<file path="config.mk">
export PLATFORM = sky130hd
export DESIGN_NAME = dist_sq_unit_flat
export DESIGN_NICKNAME = d
export VERILOG_FILES = /design/src/rtl/dist_sq_if.sv /design/src/rtl/dist_sq_unit.sv /design/src/flat_wrapper.sv
export SDC_FILE = /design/constraint.sdc
export NUM_CORES = 1
export LEC_CHECK = 0
export ABC_CLOCK_PERIOD_IN_PS = 5200
export BUFFER_PORTS_ARGS = -buffer_cell sky130_fd_sc_hd__buf_2
export CORE_AREA = 2 2 84 126
export DETAILED_ROUTE_END_ITERATION = 10
export DIE_AREA = 0 0 86 128
export PLACE_DENSITY = 0.68
export SKIP_LAST_GASP = 1
export SLEW_MARGIN = 20
export SYNTH_ARGS = -nofsm -noshare
export SYNTH_HDL_FRONTEND = slang
export SYNTH_SLANG_ARGS = --single-unit
</file>
<file path="constraint.sdc">
create_clock -name clk -period 5.2 [get_ports clk]
set_input_delay 0.26 -clock clk [delete_from_list [all_inputs] [get_ports clk]]
set_output_delay 0.26 -clock clk [all_outputs]
set_load 0.05 [all_outputs]
</file>
<file path="src/rtl/dist_sq_if.sv">
// ---------------------------------------------------------------------------
// dist_sq_if
// Handshake and data bundle between a requester and dist_sq_unit.
//   W        coordinate width; dist_sq is 2W+1 bits
//   start    request, sampled by the unit only while idle
//   x1,y1    point 1 coordinates (unsigned)
//   x2,y2    point 2 coordinates (unsigned)
//   busy     computation in flight
//   done     one-cycle pulse, dist_sq valid from this cycle
//   dist_sq  squared distance, held until the next done
//   ovf      clamp flag (only meaningful with DIST_SQ_CLAMP_EN)
// Modports: master = requester side, slave = dist_sq_unit side.
// ---------------------------------------------------------------------------
interface dist_sq_if #(
  parameter int W = 7
);
  logic             start;
  logic [W-1:0]     x1;
  logic [W-1:0]     y1;
  logic [W-1:0]     x2;
  logic [W-1:0]     y2;
  logic             busy;
  logic             done;
  logic [2*W:0]     dist_sq;
  logic             ovf;

  modport master (
    output start, x1, y1, x2, y2,
    input  busy, done, dist_sq, ovf
  );

  modport slave (
    input  start, x1, y1, x2, y2,
    output busy, done, dist_sq, ovf
  );
endinterface

</file>
<file path="src/rtl/dist_sq_unit.sv">
// ---------------------------------------------------------------------------
// dist_sq_unit
// Sequential squared Euclidean distance (x1-x2)^2 + (y1-y2)^2 between two
// W-bit points, built from a shift-add squarer that retires one multiplier
// bit per clock: W cycles for the X term, then W cycles for the Y term.
// Feeds the radicand of the integer square-root block.
//
// Ports:
//   clk    system clock, all logic on posedge
//   reset  synchronous, active-high; aborts any operation in flight
//   bus    dist_sq_if.slave (start, x1, y1, x2, y2 in;
//          busy, done, dist_sq, ovf out)
//
// Configuration macro: DIST_SQ_CLAMP_EN
//   defined   : results above 2^(2W)-1 are clamped to 2^(2W)-1 and ovf is set
//   undefined : full 2W+1 bit result, ovf is constant 0
// ---------------------------------------------------------------------------
module dist_sq_unit #(
  parameter int W = 7
) (
  input  logic     clk,
  input  logic     reset,
  dist_sq_if.slave bus
);

  localparam int AW = 2 * W + 1;
  localparam int CW = (W > 1) ? $clog2(W) : 1;
  localparam logic [CW-1:0] LAST_BIT = CW'(W - 1);

  typedef enum logic [1:0] {
    IDLE = 2'd0,
    SQ_X = 2'd1,
    SQ_Y = 2'd2
  } state_t;

  state_t          state_r, state_nxt_s;
  logic [CW-1:0]   cnt_r, cnt_nxt_s;
  logic [W-1:0]    dx_r, dx_nxt_s;
  logic [W-1:0]    dy_r, dy_nxt_s;
  logic [AW-1:0]   acc_r, acc_nxt_s;
  logic            busy_r, busy_nxt_s;
  logic            done_r, done_nxt_s;
  logic [AW-1:0]   dist_r, dist_nxt_s;
  logic            ovf_r, ovf_nxt_s;

  logic [W-1:0]    operand_s;
  logic [AW-1:0]   addend_s;
  logic [AW-1:0]   acc_step_s;

  // Larger minus smaller keeps the difference unsigned and order independent.
  function automatic logic [W-1:0] abs_diff(input logic [W-1:0] a, input logic [W-1:0] b);
    if (a >= b) begin
      abs_diff = a - b;
    end else begin
      abs_diff = b - a;
    end
  endfunction

  // Shift-add step: add operand<<i when bit i of the operand is set.
  always_comb begin
    operand_s = dx_r;
    if (state_r == SQ_Y) begin
      operand_s = dy_r;
    end else begin
      operand_s = dx_r;
    end
    addend_s = AW'(operand_s) << cnt_r;
    if (operand_s[cnt_r]) begin
      acc_step_s = acc_r + addend_s;
    end else begin
      acc_step_s = acc_r;
    end
  end

  // Next-state and next-output logic of the IDLE -> SQ_X -> SQ_Y sequencer.
  always_comb begin
    state_nxt_s = state_r;
    cnt_nxt_s   = cnt_r;
    dx_nxt_s    = dx_r;
    dy_nxt_s    = dy_r;
    acc_nxt_s   = acc_r;
    busy_nxt_s  = busy_r;
    done_nxt_s  = 1'b0;
    dist_nxt_s  = dist_r;
    ovf_nxt_s   = ovf_r;
    case (state_r)
      IDLE: begin
        if (bus.start) begin
          dx_nxt_s    = abs_diff(bus.x1, bus.x2);
          dy_nxt_s    = abs_diff(bus.y1, bus.y2);
          acc_nxt_s   = {AW{1'b0}};
          cnt_nxt_s   = {CW{1'b0}};
          busy_nxt_s  = 1'b1;
          state_nxt_s = SQ_X;
        end else begin
          busy_nxt_s  = 1'b0;
        end
      end
      SQ_X: begin
        acc_nxt_s = acc_step_s;
        if (cnt_r == LAST_BIT) begin
          cnt_nxt_s   = {CW{1'b0}};
          state_nxt_s = SQ_Y;
        end else begin
          cnt_nxt_s   = cnt_r + {{(CW-1){1'b0}}, 1'b1};
        end
      end
      SQ_Y: begin
        acc_nxt_s = acc_step_s;
        if (cnt_r == LAST_BIT) begin
          // Final step: publish including this cycle's partial product.
          cnt_nxt_s   = {CW{1'b0}};
          state_nxt_s = IDLE;
          busy_nxt_s  = 1'b0;
          done_nxt_s  = 1'b1;
`ifdef DIST_SQ_CLAMP_EN
          if (acc_step_s > {1'b0, {(2*W){1'b1}}}) begin
            dist_nxt_s = {1'b0, {(2*W){1'b1}}};
            ovf_nxt_s  = 1'b1;
          end else begin
            dist_nxt_s = acc_step_s;
            ovf_nxt_s  = 1'b0;
          end
`else
          dist_nxt_s  = acc_step_s;
          ovf_nxt_s   = 1'b0;
`endif
        end else begin
          cnt_nxt_s   = cnt_r + {{(CW-1){1'b0}}, 1'b1};
        end
      end
      default: begin
        state_nxt_s = IDLE;
        cnt_nxt_s   = {CW{1'b0}};
        busy_nxt_s  = 1'b0;
      end
    endcase
  end

  // State, datapath and registered outputs; reset aborts and clears everything.
  always_ff @(posedge clk) begin
    if (reset) begin
      state_r <= IDLE;
      cnt_r   <= {CW{1'b0}};
      dx_r    <= {W{1'b0}};
      dy_r    <= {W{1'b0}};
      acc_r   <= {AW{1'b0}};
      busy_r  <= 1'b0;
      done_r  <= 1'b0;
      dist_r  <= {AW{1'b0}};
      ovf_r   <= 1'b0;
    end else begin
      state_r <= state_nxt_s;
      cnt_r   <= cnt_nxt_s;
      dx_r    <= dx_nxt_s;
      dy_r    <= dy_nxt_s;
      acc_r   <= acc_nxt_s;
      busy_r  <= busy_nxt_s;
      done_r  <= done_nxt_s;
      dist_r  <= dist_nxt_s;
      ovf_r   <= ovf_nxt_s;
    end
  end

  assign bus.busy    = busy_r;
  assign bus.done    = done_r;
  assign bus.dist_sq = dist_r;
  assign bus.ovf     = ovf_r;

endmodule

</file>
<file path="src/flat_wrapper.sv">
// flat-port wrapper written by rule: the top's interface ports become plain ports
module dist_sq_unit_flat 
#(
  parameter int W = 7
)
  (clk, reset, bus_start, bus_x1, bus_y1, bus_x2, bus_y2, bus_busy, bus_done, bus_dist_sq, bus_ovf);
  dist_sq_if #(.W(W)) bus_i ();
  input  logic clk;
  input  logic reset;
  input wire logic [$bits(bus_i.start)-1:0] bus_start;
  input wire logic [$bits(bus_i.x1)-1:0] bus_x1;
  input wire logic [$bits(bus_i.y1)-1:0] bus_y1;
  input wire logic [$bits(bus_i.x2)-1:0] bus_x2;
  input wire logic [$bits(bus_i.y2)-1:0] bus_y2;
  output wire logic [$bits(bus_i.busy)-1:0] bus_busy;
  output wire logic [$bits(bus_i.done)-1:0] bus_done;
  output wire logic [$bits(bus_i.dist_sq)-1:0] bus_dist_sq;
  output wire logic [$bits(bus_i.ovf)-1:0] bus_ovf;
  assign bus_i.start = bus_start;
  assign bus_i.x1 = bus_x1;
  assign bus_i.y1 = bus_y1;
  assign bus_i.x2 = bus_x2;
  assign bus_i.y2 = bus_y2;
  assign bus_busy = bus_i.busy;
  assign bus_done = bus_i.done;
  assign bus_dist_sq = bus_i.dist_sq;
  assign bus_ovf = bus_i.ovf;
  dist_sq_unit #(.W(W)) u_core (.clk(clk), .reset(reset), .bus(bus_i));
endmodule
</file>
# Word-level counts from Yosys, hierarchy flattened
# Index checks and enable logic that the tools add are counted.
[classes] div=0 n_shift=1 n_mul=0 n_lt_le_gt_ge=3 mux=19 bitwise=2 add_sub_neg=6 n_eq_ne=6 reduce_logical=9
[op_table] op="$mux 15" n=2
[op_table] op="$pmux 15 s2" n=1
[op_table] op="$sub 7x7->7" n=4
[op_table] op="$mux 7" n=3
[op_table] op="$add 15x15->15" n=1
[op_table] op="$shl 7x3->15" n=1
[op_table] op="$ge 7x7->1" n=2
[op_table] op="$reduce_and 2->1" n=4
[op_table] op="$mux 2" n=3
[op_table] op="$mux 3" n=2
[op_table] op="$pmux 2 s3" n=1
[op_table] op="$pmux 3 s2" n=1
[op_table] op="$lt 3x4->1 const B" n=1
[op_table] op="$mux 1" n=4
[op_table] op="$ne 2x2->1 const B" n=2
[op_table] op="$reduce_or 2->1" n=2
[op_table] op="$add 3x1->3 const B" n=1
[op_table] op="$bmux 1 s3" n=1
[op_table] op="$eq 3x3->1 const B" n=1
[op_table] op="$pmux 1 s3" n=1
[op_table] op="$reduce_and 3->1" n=1
[op_table] op="$eq 2x1->1 const B" n=1
[op_table] op="$eq 2x2->1 const B" n=1
[op_table] op="$logic_not 2->1" n=1
[op_table] op="3 further kinds" n=4
[totals] ramBits=0 output_inout_bits=18 mem_bits_ro=0 memories=0 latch_bits=0 register_bits=51 in_bits=31 word_cells=54

# Depth between registers and ports, before layout
[depth] ltp_word=6 ltp_mapped=17 mapped_depth_nobuf=17

# Worst setup path before layout
# OpenSTA, ideal clock, no wires.
[synth_path] path_kind="register to register" from="register u_core.state_r[0]" to="register u_core.acc_r[14]" n_path_buf=1 required_time_ps=5068 setup_time_ps=132 arrival_time_ps=3136 synth_period_minus_slack_ps=3268 stages_incl_launch_ff=16 path_slack_ps=1932 path_cell_list="dfxtp_1 -> inv_1 -> ha_1 -> buf_6 -> mux2_4 -> o21ai_0 -> mux2_2 -> a21oi_1 -> ha_1 -> o21ai_0 -> o21ai_0 -> nand2_1 -> or3_1 -> a21oi_1 -> mux2i_1 -> a21oi_1"
[synth_via] elab_chain_len=6 elab_cells_between_ends=14 classes_between="add/sub (1); eq/ne (3); shift (1); mux (5); reduce/logical (4)"
[synth_rtl] item="start: declaration" line="dist_sq_unit.sv:36" source="state_t state_r, state_nxt_s;"
[synth_rtl] item="start signal: assignment" line="dist_sq_unit.sv:153" source="state_r <= state_nxt_s;"
[synth_rtl] item="$eq 2x2->1" line="dist_sq_unit.sv:62, dist_sq_unit.sv:86"
[synth_rtl] item="$mux 7" line="dist_sq_unit.sv:62" source="if (state_r == SQ_Y) begin"
[synth_rtl] item="$shl 7x3->15 or $bmux 1 s3 (tied branches)" line="dist_sq_unit.sv:67, dist_sq_unit.sv:68"
[synth_rtl] item="$add 15x15->15 or $mux 1 (tied branches)" line="dist_sq_unit.sv:69, dist_sq_unit.sv:68"
[synth_rtl] item="$mux 15" line="dist_sq_unit.sv:68" source="if (operand_s[cnt_r]) begin"
[synth_rtl] item="$pmux 15 s2" line="dist_sq_unit.sv:86" source="case (state_r)"
[synth_rtl] item="end signal: assignment" line="dist_sq_unit.sv:147" source="acc_r <= {AW{1'b0}};"
[synth_rtl] item="end signal: assignment" line="dist_sq_unit.sv:157" source="acc_r <= acc_nxt_s;"
[synth_rtl] item="end: declaration" line="dist_sq_unit.sv:40" source="logic [AW-1:0] acc_r, acc_nxt_s;"
# Several ways; a longest one is shown, not always the timed one. The select of a mux whose other input is x is not followed.
# A chain may end at the register's enable or synchronous reset.

# Final worst setup path
[layout_path] from="register u_core.state_r[0]" to="register u_core.dist_r[13] (netlist: u_core.bus.dist_sq[13])"
[layout_via] elab_chain_len=5 elab_cells_between_ends=8 classes_between="add/sub (1); eq/ne (1); shift (1); mux (4); reduce/logical (1)"
[layout_rtl] item="$eq 2x2->1 (*)" line="dist_sq_unit.sv:62, dist_sq_unit.sv:86"
[layout_rtl] item="$mux 7" line="dist_sq_unit.sv:62"
[layout_rtl] item="$shl 7x3->15 or $bmux 1 s3 (tied branches)" line="dist_sq_unit.sv:67, dist_sq_unit.sv:68"
[layout_rtl] item="$add 15x15->15 or $mux 1 (tied branches)" line="dist_sq_unit.sv:69, dist_sq_unit.sv:68"
[layout_rtl] item="$mux 15" line="dist_sq_unit.sv:68"
[layout_rtl] item="end signal: assignment" line="dist_sq_unit.sv:150" source="dist_r <= {AW{1'b0}};"
[layout_rtl] item="end signal: assignment" line="dist_sq_unit.sv:160" source="dist_r <= dist_nxt_s;"
[layout_rtl] item="end: declaration" line="dist_sq_unit.sv:43" source="logic [AW-1:0] dist_r, dist_nxt_s;"
# Every way passes the cells marked *; elsewhere a longest branch is shown, timed or not. The select of a mux whose other input is x is not followed.

==> results.md <==
- Peak supply drop: between 0.0001 and 0.00015 V
- Vias/cell: 5.78
- Critical Path Fanout Max: 12
- Number of synthesized register bits: 51
- Gpl congestion: 0.911
- Clk root buf: clkbuf_16
- CTS tree: done
- Critical path's slowest cell: ha_1
- Final ANT Viol Nets: 0
- Post-synth top flop: dfxtp_1
- GRT Total Usage: 0.186
- Diodes inserted: 0
- Setup violators final: 0
- Post-synthesis sequential area ratio: 0.235
- DR iter-0 viols: between 150 and 200
- Cell Rows: 45
- H-tree Lvls: 2
- Clock Pin Slew Worst Setup and Hold Paths: about 0.070 ns
- Layout cells sized above 1: 0.129
- Syn_nets: between 600 and 700
- Final period util: 0.758
- Worst setup SP type: register
- Least-Margin Pin Slew: roughly 0.79 ns
- WL/cell: around 15 µm
- Total gr overflow: 0
- Fmax: roughly 0.25 GHz
- Register Area: 1020 µm²
- Initial antenna violation count: 0
- CTS buffer count: 5
- Mapped cell area: approximately 4300 µm²
- Post-CTS sizing: 0
- Syn Inst Count: ~540
- Final Hold Fails: 0
- Die area: between 10,000 and 15,000 µm²
- Critical path capture point type: register
- DP HPWL: between 7000 and 8000 µm
- RSZ-0062 raised after global routing: no
- Post-route DRC: 0
- Mean Syn Cell Area: between 8 and 9 µm²
- Period minus WS final: approximately 4 ns
- Max-cap violations: 0
- Pin count of the biggest net entering global routing: 26
- Core area: approximately 10000 µm²
- Post-detailed-routing wire length: about 10,000 µm
- Clock net sink count: ~50
- Status: finished, final reports clean
- Clk_lat worst skew: ~0.3 ns
- Final-stage net count: 652
- Yosys warnings: 0
- EDFF count, synth: 0
- Worst hold path type: in2reg
- Detailed-router iteration count before antenna repair: 4
- Post-layout instance area: ~4800 µm²
- Synth cell types: 69
- # Post-CTS Setup Buffers: 0
- Starting density of the core: 0.436
- Placed inst area: 4610 µm²
- Die Wd: 86 µm
- Via count: between 3,000 and 4,000
- Multi-input gate area: roughly 3000 µm²
- Port bufs: 47
- CP required: about 5.4 ns
- Buf+Inv Stages, Crit Path: 1
- Power Dens Cells: roughly 220 nW/µm²
- Final Max Slew Viols: 0
- CP Class: reg2reg
- Synthesis-to-finish area growth: 9.61%
- CTS Hold Bufs: 0
- Final setup TNS: 0 ns
- Number of global-route vias before repair: ~3,800
- IO Pins: 49
- Deepest clock path buffer count: 2
- Worst path max stage delay: about 0.48 ns
- First-pass GRT wire length: roughly 17,000 µm
- Critical-path cell list: inv_1 -> ha_1 -> mux2_2 -> mux2i_1 -> mux2i_1 -> nor2_1 -> a21oi_1 -> ha_1 -> a21oi_1 -> nor2_1 -> a211oi_1 -> nand2_1 -> o311ai_0 -> o21ai_0 -> o211a_1
- CP top delay family: compound AO/OA/AOI/OAI gates
- Setup Skew: 0.00338 ns
- Max_slew headroom: 0.474
- Async set or reset register ratio after synthesis: 0
- Die Span Y: about 130 µm
- Layout fillers: ~1,000
- Leakage: roughly 2.2 nW
- Arr. time, crit path: a little over 4 ns
==> stage by stage <==
step                power (W)  instances  setup slack (ns)   util  hold WS (ns)
floorplan            0.000660        543              1.93      -         0.400
global placement     0.000718        682              1.38  0.462         0.437
detailed placement   0.000727        682              1.29  0.462         0.443
CTS                   0.00108        690              1.24  0.478         0.235
global route          0.00113        690             0.984  0.478         0.257
finish                0.00107        690              1.26  0.478         0.232
==> power by group <==
| part | total, W | leakage (nW) | internal (W) | switching [W] |
|---|---|---|---|---|
| Clock | 0.000349 | 0.0761 | 0.000205 | 0.000145 |
| Sequential | 0.000420 | 0.414 | 0.000407 | 0.0000130 |
| Combinational | 0.000301 | 1.66 | 0.000119 | 0.000182 |
==> tightest hold or removal path, delay by kind of cell <==
kind	cells	cell delay, ns
buffers and inverters	1	0.10
AND/OR/NAND/NOR	1	0.07
AO/OA/AOI/OAI	1	0.06
==> synthesized netlist by cell type, types with 2 or more instances <==
| cell type | count | area, µm² |
|---|---|---|
| a211o_1 | 2 | 17.5 |
| a211oi_1 | 11 | 82.6 |
| a21o_1 | 9 | 67.6 |
| a21oi_1 | 53 | 265 |
| a221oi_1 | 3 | 26.3 |
| a22o_1 | 11 | 96.3 |
| a31oi_1 | 3 | 18.8 |
| a32oi_1 | 2 | 17.5 |
| a41oi_1 | 2 | 17.5 |
| and2_1 | 6 | 37.5 |
| and3_1 | 2 | 12.5 |
| and4_1 | 2 | 17.5 |
| buf_2 | 6 | 30.0 |
| buf_6 | 3 | 33.8 |
| clkbuf_1 | 15 | 56.3 |
| dfxtp_1 | 51 | 1020 |
| fa_1 | 5 | 100 |
| ha_1 | 44 | 551 |
| inv_1 | 43 | 161 |
| mux2_2 | 6 | 67.6 |
| mux2i_1 | 23 | 230 |
| nand2_1 | 42 | 158 |
| nand2b_1 | 6 | 37.5 |
| nand3_1 | 11 | 55.1 |
| nand3b_1 | 2 | 15.0 |
| nand4_1 | 3 | 18.8 |
| nor2_1 | 35 | 131 |
| nor2b_1 | 9 | 56.3 |
| nor3_1 | 13 | 65.1 |
| nor4_1 | 3 | 18.8 |
| o211ai_1 | 5 | 37.5 |
| o21a_1 | 3 | 22.5 |
| o21ai_0 | 47 | 235 |
| o21bai_1 | 2 | 15.0 |
| o22ai_1 | 5 | 31.3 |
| o311ai_0 | 2 | 17.5 |
| o31ai_1 | 2 | 15.0 |
| or3_1 | 3 | 18.8 |
| xnor2_1 | 8 | 70.1 |
| xor2_1 | 11 | 96.3 |
==> final timing paths <==
check,slack [ns],depth (start not counted),end,start
setup / recovery,1.26,15,u_core.bus.dist_sq[13],u_core.state_r[0]
hold / removal,0.23,3,u_core.state_r[0],bus_start
setup reg to reg,1.26,15,u_core.bus.dist_sq[13],u_core.state_r[0]
hold reg to reg,0.45,2,u_core.bus.dist_sq[10],u_core.bus.dist_sq[10]
==> layout by cell type (no fill, tap or decap), drive strengths merged, types with 11 or more instances in the layout <==
master  Yosys  final
ha         44     44
a22o       11     11
dfxtp      51     51
mux2i      23     23
nor2       35     35
xor2       11     11
a21oi      54     54
a211oi     13     13
buf        11     48
inv        43     43
nor3       13     13
nand2      42     42
nand3      11     11
o21ai      48     48
==> state kept, by name, summed over array words and instances, names as in the netlist <==
name	count
u_core.acc_r	15
u_core.bus.dist_sq	15
u_core.dx_r	7
u_core.dy_r	7
u_core.cnt_r	3
u_core.state_r	2
u_core.bus.busy	1
u_core.bus.done	1
==> cells by family (layout without fill, tap and decap cells) <==
logic type,count (synthesis),in the layout,synth area share
AO/OA/AOI/OAI,180,180,0.278
multiplexers,30,30,0.0719
other,1,1,0.000862
flip-flops,51,51,0.235
XOR/XNOR,19,19,0.0383
adder cells (fa/ha/maj),49,49,0.150
buffers and inverters,70,100,0.0682
AND/OR/NAND/NOR,143,143,0.159
==> cell type report <==
cell class,instances,share of cell area
inverters,44,0.0346
multi-input cells,422,0.636
repair buffers,48,0.0509
well taps,117,0.0307
clock buffers,7,0.0320
clock inverters,1,0.00157
flip-flops and latches,51,0.214
==> metal layers <==
layer,vias to the layer above,track usage,share of wire
met4,0,0.0644,0.020
li1,2011,-,-
met3,17,0.0219,0.027
met1,1875,0.204,0.41
met2,82,0.357,0.54
met5,-,0,0
Power figures use the tool's default switching activity.
